[src/rtl/sb_nxm_pkg.sv]
// Shared encodings, latched-request record and lane-steering helpers for the sb_nxm system bus.
package sb_nxm_pkg;

  localparam logic [1:0] SB_SIZE_BYTE = 2'b00;
  localparam logic [1:0] SB_SIZE_HALF = 2'b01;
  localparam logic [1:0] SB_SIZE_WORD = 2'b10;

  localparam logic SB_WRITE_ENABLE = 1'b1;
  localparam logic SB_UNSIGNED     = 1'b1;

  typedef enum logic [1:0] {
    SB_ST_IDLE = 2'd0,
    SB_ST_BUSY = 2'd1,
    SB_ST_RESP = 2'd2
  } sb_state_e;

  typedef struct packed {
    logic        we;
    logic        un_sign;
    logic [1:0]  size;
    logic [31:0] wdata;
  } sb_req_t;

  // Illegal size 11 is folded into the alignment error.
  function automatic logic sb_misaligned(input logic [1:0] size, input logic [1:0] a);
    logic bad;
    case (size)
      SB_SIZE_BYTE: bad = 1'b0;
      SB_SIZE_HALF: bad = a[0];
      SB_SIZE_WORD: bad = |a;
      default:      bad = 1'b1;
    endcase
    return bad;
  endfunction

  function automatic logic [3:0] sb_be(input logic [1:0] size, input logic [1:0] a);
    logic [3:0] be;
    case (size)
      SB_SIZE_BYTE: be = 4'b0001 << a;
      SB_SIZE_HALF: be = a[1] ? 4'b1100 : 4'b0011;
      SB_SIZE_WORD: be = 4'b1111;
      default:      be = 4'b0000;
    endcase
    return be;
  endfunction

  function automatic logic [31:0] sb_wdata(input logic [1:0] size, input logic [31:0] wd);
    logic [31:0] r;
    case (size)
      SB_SIZE_BYTE: r = {4{wd[7:0]}};
      SB_SIZE_HALF: r = {2{wd[15:0]}};
      default:      r = wd;
    endcase
    return r;
  endfunction

  function automatic logic [31:0] sb_extend(input logic [1:0] size, input logic un,
                                            input logic [1:0] a, input logic [31:0] raw);
    logic [7:0]  b;
    logic [15:0] h;
    logic [31:0] r;
    b = raw[{a, 3'b000} +: 8];
    h = a[1] ? raw[31:16] : raw[15:0];
    case (size)
      SB_SIZE_BYTE: r = {{24{b[7] & ~un}}, b};
      SB_SIZE_HALF: r = {{16{h[15] & ~un}}, h};
      SB_SIZE_WORD: r = raw;
      default:      r = '0;
    endcase
    return r;
  endfunction

endpackage

[src/rtl/sb_rr_arb.sv]
// NM-way round-robin picker: first requester at or after ptr_i, scanning upward with wrap.
module sb_rr_arb #(
  parameter int NM = 2,
  parameter int PW = 1
) (
  input  logic [NM-1:0] req_i,
  input  logic [PW-1:0] ptr_i,
  output logic [NM-1:0] gnt_o,
  output logic [PW-1:0] idx_o
);

  logic          found;
  logic [PW-1:0] cand;

  always_comb begin
    gnt_o = '0;
    idx_o = '0;
    found = 1'b0;
    cand  = '0;
    for (int i = 0; i < NM; i++) begin
      cand = PW'((int'(ptr_i) + i) % NM);
      if (!found && req_i[cand]) begin
        found       = 1'b1;
        gnt_o[cand] = 1'b1;
        idx_o       = cand;
      end
    end
  end

endmodule

[src/rtl/sb_nxm.sv]
// NM-master / NS-slave shared, non-pipelined system bus with round-robin arbitration.
// Define SB_TIMEOUT_EN to abort slave accesses that wait TIMEOUT_CYC cycles without s_ready.
module sb_nxm
  import sb_nxm_pkg::*;
#(
  parameter int NM          = 2,
  parameter int NS          = 2,
  parameter int AW          = 32,
  parameter int SLV_SHIFT   = 28,
  parameter int TIMEOUT_CYC = 255
) (
  input  logic              clk,
  input  logic              rst,
  input  logic [NM-1:0]     m_req,
  input  logic [NM-1:0]     m_we,
  input  logic [NM-1:0]     m_un_sign,
  input  logic [2*NM-1:0]   m_size,
  input  logic [AW*NM-1:0]  m_addr,
  input  logic [32*NM-1:0]  m_wdata,
  output logic [NM-1:0]     m_gnt,
  output logic [NM-1:0]     m_rvalid,
  output logic [31:0]       m_rdata,
  output logic              m_err,
  output logic [NS-1:0]     s_sel,
  output logic              s_we,
  output logic [3:0]        s_be,
  output logic [AW-1:0]     s_addr,
  output logic [31:0]       s_wdata,
  input  logic [NS-1:0]     s_ready,
  input  logic [32*NS-1:0]  s_rdata
);

  localparam int PW  = (NM > 1) ? $clog2(NM) : 1;
  localparam int SIW = (NS > 1) ? $clog2(NS) : 1;
  localparam int IW  = AW - SLV_SHIFT;

  sb_state_e      state_q, state_d;
  sb_req_t        req_q, req_d, w_req;
  logic [AW-1:0]  addr_q, addr_d, w_addr;
  logic [IW-1:0]  w_slv;
  logic [PW-1:0]  ptr_q, ptr_d, owner_q, owner_d, win_idx;
  logic [NM-1:0]  win_gnt, gnt_q, gnt_d;
  logic [SIW-1:0] sidx_q, sidx_d;
  logic [31:0]    rdata_q, rdata_d;
  logic           err_q, err_d, w_err, acc_act, resp;

`ifdef SB_TIMEOUT_EN
  localparam int TW = 16;
  logic [TW-1:0] cnt_q, cnt_d;
`else
  logic [15:0] unused_timeout;
  assign unused_timeout = 16'(TIMEOUT_CYC);
`endif

  sb_rr_arb #(.NM(NM), .PW(PW)) u_arb (
    .req_i (m_req),
    .ptr_i (ptr_q),
    .gnt_o (win_gnt),
    .idx_o (win_idx)
  );

  assign w_addr = m_addr[int'(win_idx)*AW +: AW];
  assign w_req  = '{we:      m_we[win_idx],
                    un_sign: m_un_sign[win_idx],
                    size:    m_size[int'(win_idx)*2 +: 2],
                    wdata:   m_wdata[int'(win_idx)*32 +: 32]};
  assign w_slv  = w_addr[AW-1:SLV_SHIFT];
  // Decode and alignment are judged on the winner's live fields so BUSY knows at entry.
  assign w_err  = (int'(w_slv) >= NS) || sb_misaligned(w_req.size, w_addr[1:0]);

  always_comb begin
    // NOTE: every next-state value gets a default first so no path leaves it unassigned (no latch).
    state_d = state_q;
    req_d   = req_q;
    addr_d  = addr_q;
    ptr_d   = ptr_q;
    owner_d = owner_q;
    sidx_d  = sidx_q;
    rdata_d = rdata_q;
    err_d   = err_q;
    gnt_d   = '0;
`ifdef SB_TIMEOUT_EN
    cnt_d   = cnt_q;
`endif
    case (state_q)
      SB_ST_IDLE: begin
        if (|m_req) begin
          state_d = SB_ST_BUSY;
          gnt_d   = win_gnt;
          owner_d = win_idx;
          ptr_d   = (int'(win_idx) == NM - 1) ? '0 : win_idx + 1'b1;
          req_d   = w_req;
          addr_d  = w_addr;
          sidx_d  = SIW'(w_slv);
          err_d   = w_err;
          rdata_d = '0;
`ifdef SB_TIMEOUT_EN
          cnt_d   = '0;
`endif
        end
      end
      SB_ST_BUSY: begin
        if (err_q) begin
          state_d = SB_ST_RESP;
        end else if (s_ready[sidx_q]) begin
          state_d = SB_ST_RESP;
          rdata_d = req_q.we ? 32'd0
                  : sb_extend(req_q.size, req_q.un_sign, addr_q[1:0], s_rdata[int'(sidx_q)*32 +: 32]);
`ifdef SB_TIMEOUT_EN
        end else if (cnt_q == TW'(TIMEOUT_CYC - 1)) begin
          state_d = SB_ST_RESP;
          err_d   = 1'b1;
          rdata_d = '0;
        end else begin
          cnt_d   = cnt_q + 1'b1;
`endif
        end
      end
      SB_ST_RESP: state_d = SB_ST_IDLE;
      default:    state_d = SB_ST_IDLE;
    endcase
  end

  always_ff @(posedge clk or negedge rst) begin
    if (!rst) begin
      state_q <= SB_ST_IDLE;
      req_q   <= '0;
      addr_q  <= '0;
      ptr_q   <= '0;
      owner_q <= '0;
      sidx_q  <= '0;
      rdata_q <= '0;
      err_q   <= 1'b0;
      gnt_q   <= '0;
    end else begin
      // NOTE: sequential state uses non-blocking assignment so all registers update from pre-edge values.
      state_q <= state_d;
      req_q   <= req_d;
      addr_q  <= addr_d;
      ptr_q   <= ptr_d;
      owner_q <= owner_d;
      sidx_q  <= sidx_d;
      rdata_q <= rdata_d;
      err_q   <= err_d;
      gnt_q   <= gnt_d;
    end
  end

`ifdef SB_TIMEOUT_EN
  always_ff @(posedge clk or negedge rst) begin
    if (!rst) cnt_q <= '0;
    else      cnt_q <= cnt_d;
  end
`endif

  assign acc_act  = (state_q == SB_ST_BUSY) && !err_q;
  assign resp     = (state_q == SB_ST_RESP);

  assign s_sel    = acc_act ? (NS'(1'b1) << sidx_q) : '0;
  assign s_we     = acc_act && req_q.we;
  assign s_be     = acc_act ? sb_be(req_q.size, addr_q[1:0]) : 4'b0000;
  assign s_addr   = acc_act ? addr_q : '0;
  assign s_wdata  = acc_act ? sb_wdata(req_q.size, req_q.wdata) : 32'd0;

  assign m_gnt    = gnt_q;
  assign m_rvalid = resp ? (NM'(1'b1) << owner_q) : '0;
  assign m_err    = resp && err_q;
  assign m_rdata  = resp ? rdata_q : 32'd0;

endmodule

[config.mk]
export PLATFORM = sky130hd
export DESIGN_NAME = sb_nxm
export DESIGN_NICKNAME = d
export VERILOG_FILES = /design/src/rtl/sb_nxm_pkg.sv /design/src/rtl/sb_rr_arb.sv /design/src/rtl/sb_nxm.sv
export SDC_FILE = /design/constraint.sdc
export NUM_CORES = 1
export LEC_CHECK = 0
export BUFFER_PORTS_ARGS = -buffer_cell sky130_fd_sc_hd__buf_2
export CAP_MARGIN = 20
export CORE_MARGIN = 3
export CORE_UTILIZATION = 47
export DETAILED_ROUTE_END_ITERATION = 7
export PLACE_DENSITY = 0.77
export SYNTH_ARGS = -nofsm -noshare
export SYNTH_HDL_FRONTEND = slang
export SYNTH_SLANG_ARGS = --single-unit
[constraint.sdc]
create_clock -name clk -period 2.45 [get_ports clk]
set_clock_uncertainty 0.1 [all_clocks]
set_input_delay 0.1225 -clock clk [delete_from_list [all_inputs] [get_ports clk]]
set_output_delay 0.1225 -clock clk [all_outputs]
set_load 0.01 [all_outputs]
# Yosys cells after proc, flatten, opt, wreduce, memory -nomap -nowiden
# Cells that the tools add are included.
dict set report word_totals {
  output_inout_bits 108
  register_bits 108
  inputBits 206
  word_cells 104
}
dict set report classes {
  addsub 2
  n_shift 8
  reduce_logical 18
  n_mux 43
  bitwise_logic 4
  n_lt_le_gt_ge 7
  n_eq_ne 10
}
# operator n
set ops {}
lappend ops {{32-bit two-way mux} 7}
lappend ops {{64-bit by 7-bit variable part select with 32-bit output} 3}
lappend ops {{32-bit one-hot mux with 2 select lines} 2}
lappend ops {{32-bit one-hot mux with 3 select lines} 1}
lappend ops {{32-bit by 6-bit variable part select with 8-bit output} 1}
lappend ops {{2-bit two-way mux} 9}
lappend ops {{1-bit two-way mux} 16}
lappend ops {{16-bit two-way mux} 1}
lappend ops {{4-bit one-hot mux with 3 select lines} 1}
lappend ops {{1-bit by 2-bit less-than comparator with 1-bit output (second input constant)} 4}
lappend ops {{4-bit two-way mux} 2}
lappend ops {{2-bit by 1-bit == test with 1-bit output (second input constant)} 3}
lappend ops {{2-bit == test (second input constant)} 3}
lappend ops {{1-bit logical AND} 6}
lappend ops {{2-bit zero test} 3}
lappend ops {{2-bit inequality test (second input constant)} 3}
lappend ops {{4-bit by 2-bit >= comparator with 1-bit output (second input constant)} 1}
lappend ops {{2-bit one-hot mux with 2 select lines} 1}
lappend ops {{2-bit AND reduction} 2}
lappend ops {{4-bit AND reduction} 1}
lappend ops {{2-bit OR reduction} 2}
lappend ops {{4-bit by 3-bit variable part select with 2-bit output} 1}
lappend ops {{1-bit by 1-bit << shifter with 2-bit output (first input constant)} 2}
lappend ops {{1-bit by 2-bit << shifter with 4-bit output (first input constant)} 1}
lappend ops {{other kinds (11)} 16}

# Depth between registers and ports, before layout
dict set report depth {
  depth_word 10
  mapped_depth 7
}

# Modules after synthesis
# Synthesis repeated with hierarchy kept, for this count alone.
dict set report hier_totals {
  cells_unflattened 728
  area_unflattened_um2 6705.2
}
# module cells_per_inst area_each_um2 seq_area_each_um2 instances
set by_module_without_submodules {}
lappend by_module_without_submodules {sb_nxm 724 6675.2 2677.6 1}
lappend by_module_without_submodules {sb_rr_arb 4 30.0 0.0 1}

# Least setup slack after synthesis
# OpenSTA, ideal clock, no wires.
dict set report synth_timing {
  kind {reg2reg}
  startpoint {reg state_q[1]}
  endpoint {reg rdata_q[25]}
  t_arrival_ns 1.916
  path_buffers 3
  setup_slack_ns 0.368
  stages_incl_launch_ff 8
  synth_period_minus_slack_ns 2.082
  cell_sequence {dfrtp_1 > or3b_1 > buf_2 > or3_4 > buf_6 > a211o_4 > buf_6 > nand2_1}
}
dict set report synth_between {
  elab_chain_cells 3
  word_cells_on_any_way 8
}
# element line_no
set synth_rtl {}
lappend synth_rtl {{start, declared} sb_nxm.sv:37} ;# sb_state_e state_q, state_d;
lappend synth_rtl {{start signal, assigned} sb_nxm.sv:137} ;# state_q <= state_d;
lappend synth_rtl {{2-bit by 1-bit == test with 1-bit output / 2-bit zero test (equally long branches)} sb_nxm.sv:85} ;# case (state_q)
lappend synth_rtl {{2-bit inequality test (no source line) / 2-bit nonzero test (equally long branches)} --}
lappend synth_rtl {{4-bit AND reduction (no source line)} --}
lappend synth_rtl {{end signal, assigned} sb_nxm.sv:143} ;# rdata_q <= rdata_d;
lappend synth_rtl {{end, declared} sb_nxm.sv:44} ;# logic [31:0] rdata_q, rdata_d;
# Several ways; a longest one is shown, not always the timed one.
# A chain may end at the register's enable or synchronous reset.

# Final worst setup path
dict set report layout_timing {
  startpoint {reg state_q[1]}
  endpoint {reg addr_q[25]}
}
dict set report layout_between {
  elab_chain_cells 2
}
# element line_no
set layout_rtl {}
lappend layout_rtl {{2-bit zero test} sb_nxm.sv:85}
lappend layout_rtl {{2-bit AND reduction (no source line)} --}
lappend layout_rtl {{end signal, assigned} sb_nxm.sv:139} ;# addr_q <= addr_d;
lappend layout_rtl {{end, declared} sb_nxm.sv:39} ;# logic [AW-1:0] addr_q, addr_d, w_addr;
# No other way between the ends.

==> flow_metrics.py <==
metrics = {
    "drt": {
        "routedWlPerCell_um": 20.1,
        "drc_errors": 0,
        "first_iter_violations": 724,
        "wl_um": 26900,
        "ant_nets": 0,
        "vias_per_cell": 5.89,
        "dr.pass1.iters": 6,
        "vias": 7875,
    },
    "sta": {
        "hold_viol_final": 0,
        "slew_violations": 0,
        "fmax_mhz": 422,
        "rsz0062_at_grt": "false",
        "fin_crit_sh_pct": 96.7,
        "slew_headroom_pct": 49.0,
        "tightest_slew_ns": 0.763,
        "min_period_ns": 2.37,
        "setup_tns_ns": 0,
        "setup_viol": 0,
    },
    "synthesis": {
        "ys.flop_type": "dfrtp_1",
        "synth_commonest_cells": "162 x nand2_1, 107 x dfrtp_1, 74 x and2_1, 57 x a22oi_1, 53 x mux2i_1",
        "synth_most_common_cell": "nand2_1",
        "yosys.area.top_type_share_pct": 40.8,
        "netlist.top_cell.by_area": "dfrtp_1",
        "synth_area_um2": 6560,
        "ys_types": 43,
        "synthCells": 735,
        "syn_nets": 941,
        "yosys_warnings": 0,
        "syn_avg_cell_area_um2": 8.92,
        "ys_ff_latch": 107,
        "synth_area_leaders": "dfrtp_1 41%, nand2_1 9.3%, mux2i_1 8.1%, and2_1 7.1%, a22oi_1 6.5%",
        "seq_area_frac_synth_pct": 40.8,
        "synth-edff-count": 0,
        "async_reset_ff_share_pct": 100,
    },
    "layout": {
        "drive_gt1_share_pct": 34.5,
        "final_nets": 1362,
        "fillCellCount": 939,
        "post-route-util_pct": 73.8,
        "diodes": 0,
        "synthToLayoutAreaGrowth_pct": 51.4,
    },
    "floorplanning": {
        "placement_rows": 42,
        "initial_core_util_pct": 48.8,
        "fp.dieH_um": 124,
        "die_w_um": 124,
        "pin_count": 314,
        "core-area_um2": 13500,
        "die_area_um2": 15400,
    },
    "grt": {
        "grt-ovfl-total": 0,
        "grt_usage_pct": 33.8,
        "grt_first_pass_wirelength_um": 40000,
        "grt_pass1_vias": 7777,
        "antenna_found_initial": 1,
        "grt_max_degree": 52,
    },
    "setup_path": {
        "slowest_stage": "dlygate4sd3_1",
        "path_cells": "buf_4 > nor2_1 > o211a_1 > buf_6 > a22oi_1 > dlygate4sd3_1 > nand2_1",
        "ff2ff_setup_slack_ns": 0.08,
        "critPathLaunch": "state_q[1]",
        "cp-start-kind": "flop",
        "regToRegStartpoint": "state_q[1]",
        "arrival_ns": 2.54,
        "worstSetupEndpointType": "flop",
        "cp_max_fo": 50,
        "crit_type": "flop to flop",
        "r2r_cells": 7,
        "r2r_end": "addr_q[25]",
        "critPathRequiredTime_ns": 2.63,
        "max_stage_delay_ns": 0.62,
    },
    "placed_design": {
        "dp_hpwl_um": 17100,
        "place_congestion": 0.942,
        "portBuffers": 313,
    },
    "power": {
        "peakVddDrop_mv": 0.623,
        "leakage_nw": 5.17,
        "power_density_nw_per_um2": 983,
    },
    "cts": {
        "clk_path_buf_depth": 2,
        "cts.clk_slew.worst_paths_ns": 0.07,
        "cts_sinks": 107,
        "clockRootBuffer": "clkbuf_16",
        "cts_made_buffers": 9,
        "htree_num_levels": 3,
        "clk-insertion-delay-late_ns": 0.35,
        "postCtsSetupBuffers": 0,
        "cts_tree": "done",
    },
    "min_path": {
        "worstHoldPathType": "input pin to flop",
        "min_to": "req_q[13]",
        "hold_path_depth": 3,
        "hold_path_startpoint": "m_wdata[13]",
    },
    "run": {
        "drv_cap": 0,
    },
    "run_status": {
        "status": "complete, no violations",
    },
}
stage by stage:
step                instances  worst slack [ns]  power (mW)  hold slack (ns)  instance area (um2)
finish                   1337            0.0815        9.76          0.00105                 9930
global route             1337            0.0194        10.3          0.00553                 9930
CTS                      1337            0.0392        9.45          0.00158                 9920
detailed placement       1191             0.308        7.63           0.0559                 8340
global placement         1191             0.319        7.50           0.0450                 8340
floorplan                 735             0.368        6.05           -0.273                 6560
worst max-delay path by stage:
stage | to | slack [ns] | cells past startpoint
5_1_grt | addr_q[25] | 0.02 | 7
3_3_place_gp | rdata_q[6] | 0.32 | 4
4_1_cts | req_q[35] | 0.04 | 7
6_report | addr_q[25] | 0.08 | 7
3_5_place_dp | rdata_q[0] | 0.31 | 4
2_1_floorplan | rdata_q[25] | 0.37 | 7
worst max-delay path, delay by kind of cell (launching register included):
| family | cells | cell delay [ns] |
|---|---|---|
| compound gates | 2 | 0.35 |
| buf+inv | 3 | 1.11 |
| flops | 1 | 0.37 |
| simple gates | 2 | 0.34 |
area by class of cell:
cell class	count	area (um2)	area share, %
Clock buffer	14	264	2.66
Sequential cell	107	2680	27.0
Clock inverter	2	10.0	0.101
Tap cell	176	220	2.22
Timing Repair Buffer	472	3110	31.3
Inverter	3	11.3	0.113
Multi-Input combinational cell	563	3630	36.6
logic make-up after synthesis:
group	after synthesis	synth area share (%)
buf+inv	65	4.22
simple gates	330	24.7
flops	107	40.8
compound gates	154	16.1
mux	79	14.1
routing by layer:
metal | routed length [um] | vias up | share of wire (%) | track usage (%)
li1 | - | 3440 | - | -
met1 | 9420 | 3662 | 35 | 38.6
met2 | 13200 | 621 | 49 | 58.2
met3 | 2630 | 150 | 9.8 | 6.77
met4 | 1690 | 2 | 6.3 | 20.3
met5 | 11 | - | 0.041 | 0
registers in the layout, indices dropped and copies added, names as in the netlist:
signal / flops
state_q: 2
req_q: 36
err_q: 1
ptr_q: 1
rdata_q: 32
m_gnt: 2
owner_q: 1
addr_q: 32
timing repair:
item                                   in CTS  in global routing
resized for setup                           0                  2
hold buffers                              130                  0
endpoints found under the hold margin     104                  0
setup endpoints to repair                   0                 46
layout by cell type (no fill, tap or decap), types with 9 or more instances in the layout:
master | Yosys | final
clkbuf_16 | 0 | 9
nor4_1 | 16 | 16
nand2_1 | 162 | 162
mux2i_1 | 53 | 53
and2_1 | 74 | 74
dlygate4sd3_1 | 0 | 130
nor2_1 | 38 | 38
a21oi_1 | 24 | 24
a31oi_1 | 23 | 23
buf_2 | 5 | 312
a22oi_1 | 57 | 57
mux2_2 | 17 | 17
dfrtp_1 | 107 | 106
o21ai_0 | 25 | 24
mux4_2 | 9 | 9
buf_4 | 3 | 27
report_power, final:
part	internal (mW)	leakage, nW	switching [mW]	total, mW
logic	2.26	3.66	2.93	5.19
clock network	0.745	0.137	0.645	1.39
registers	2.52	1.37	0.662	3.18
total	5.53	5.17	4.23	9.76
Note: power is estimated with default switching activity, not from simulation.
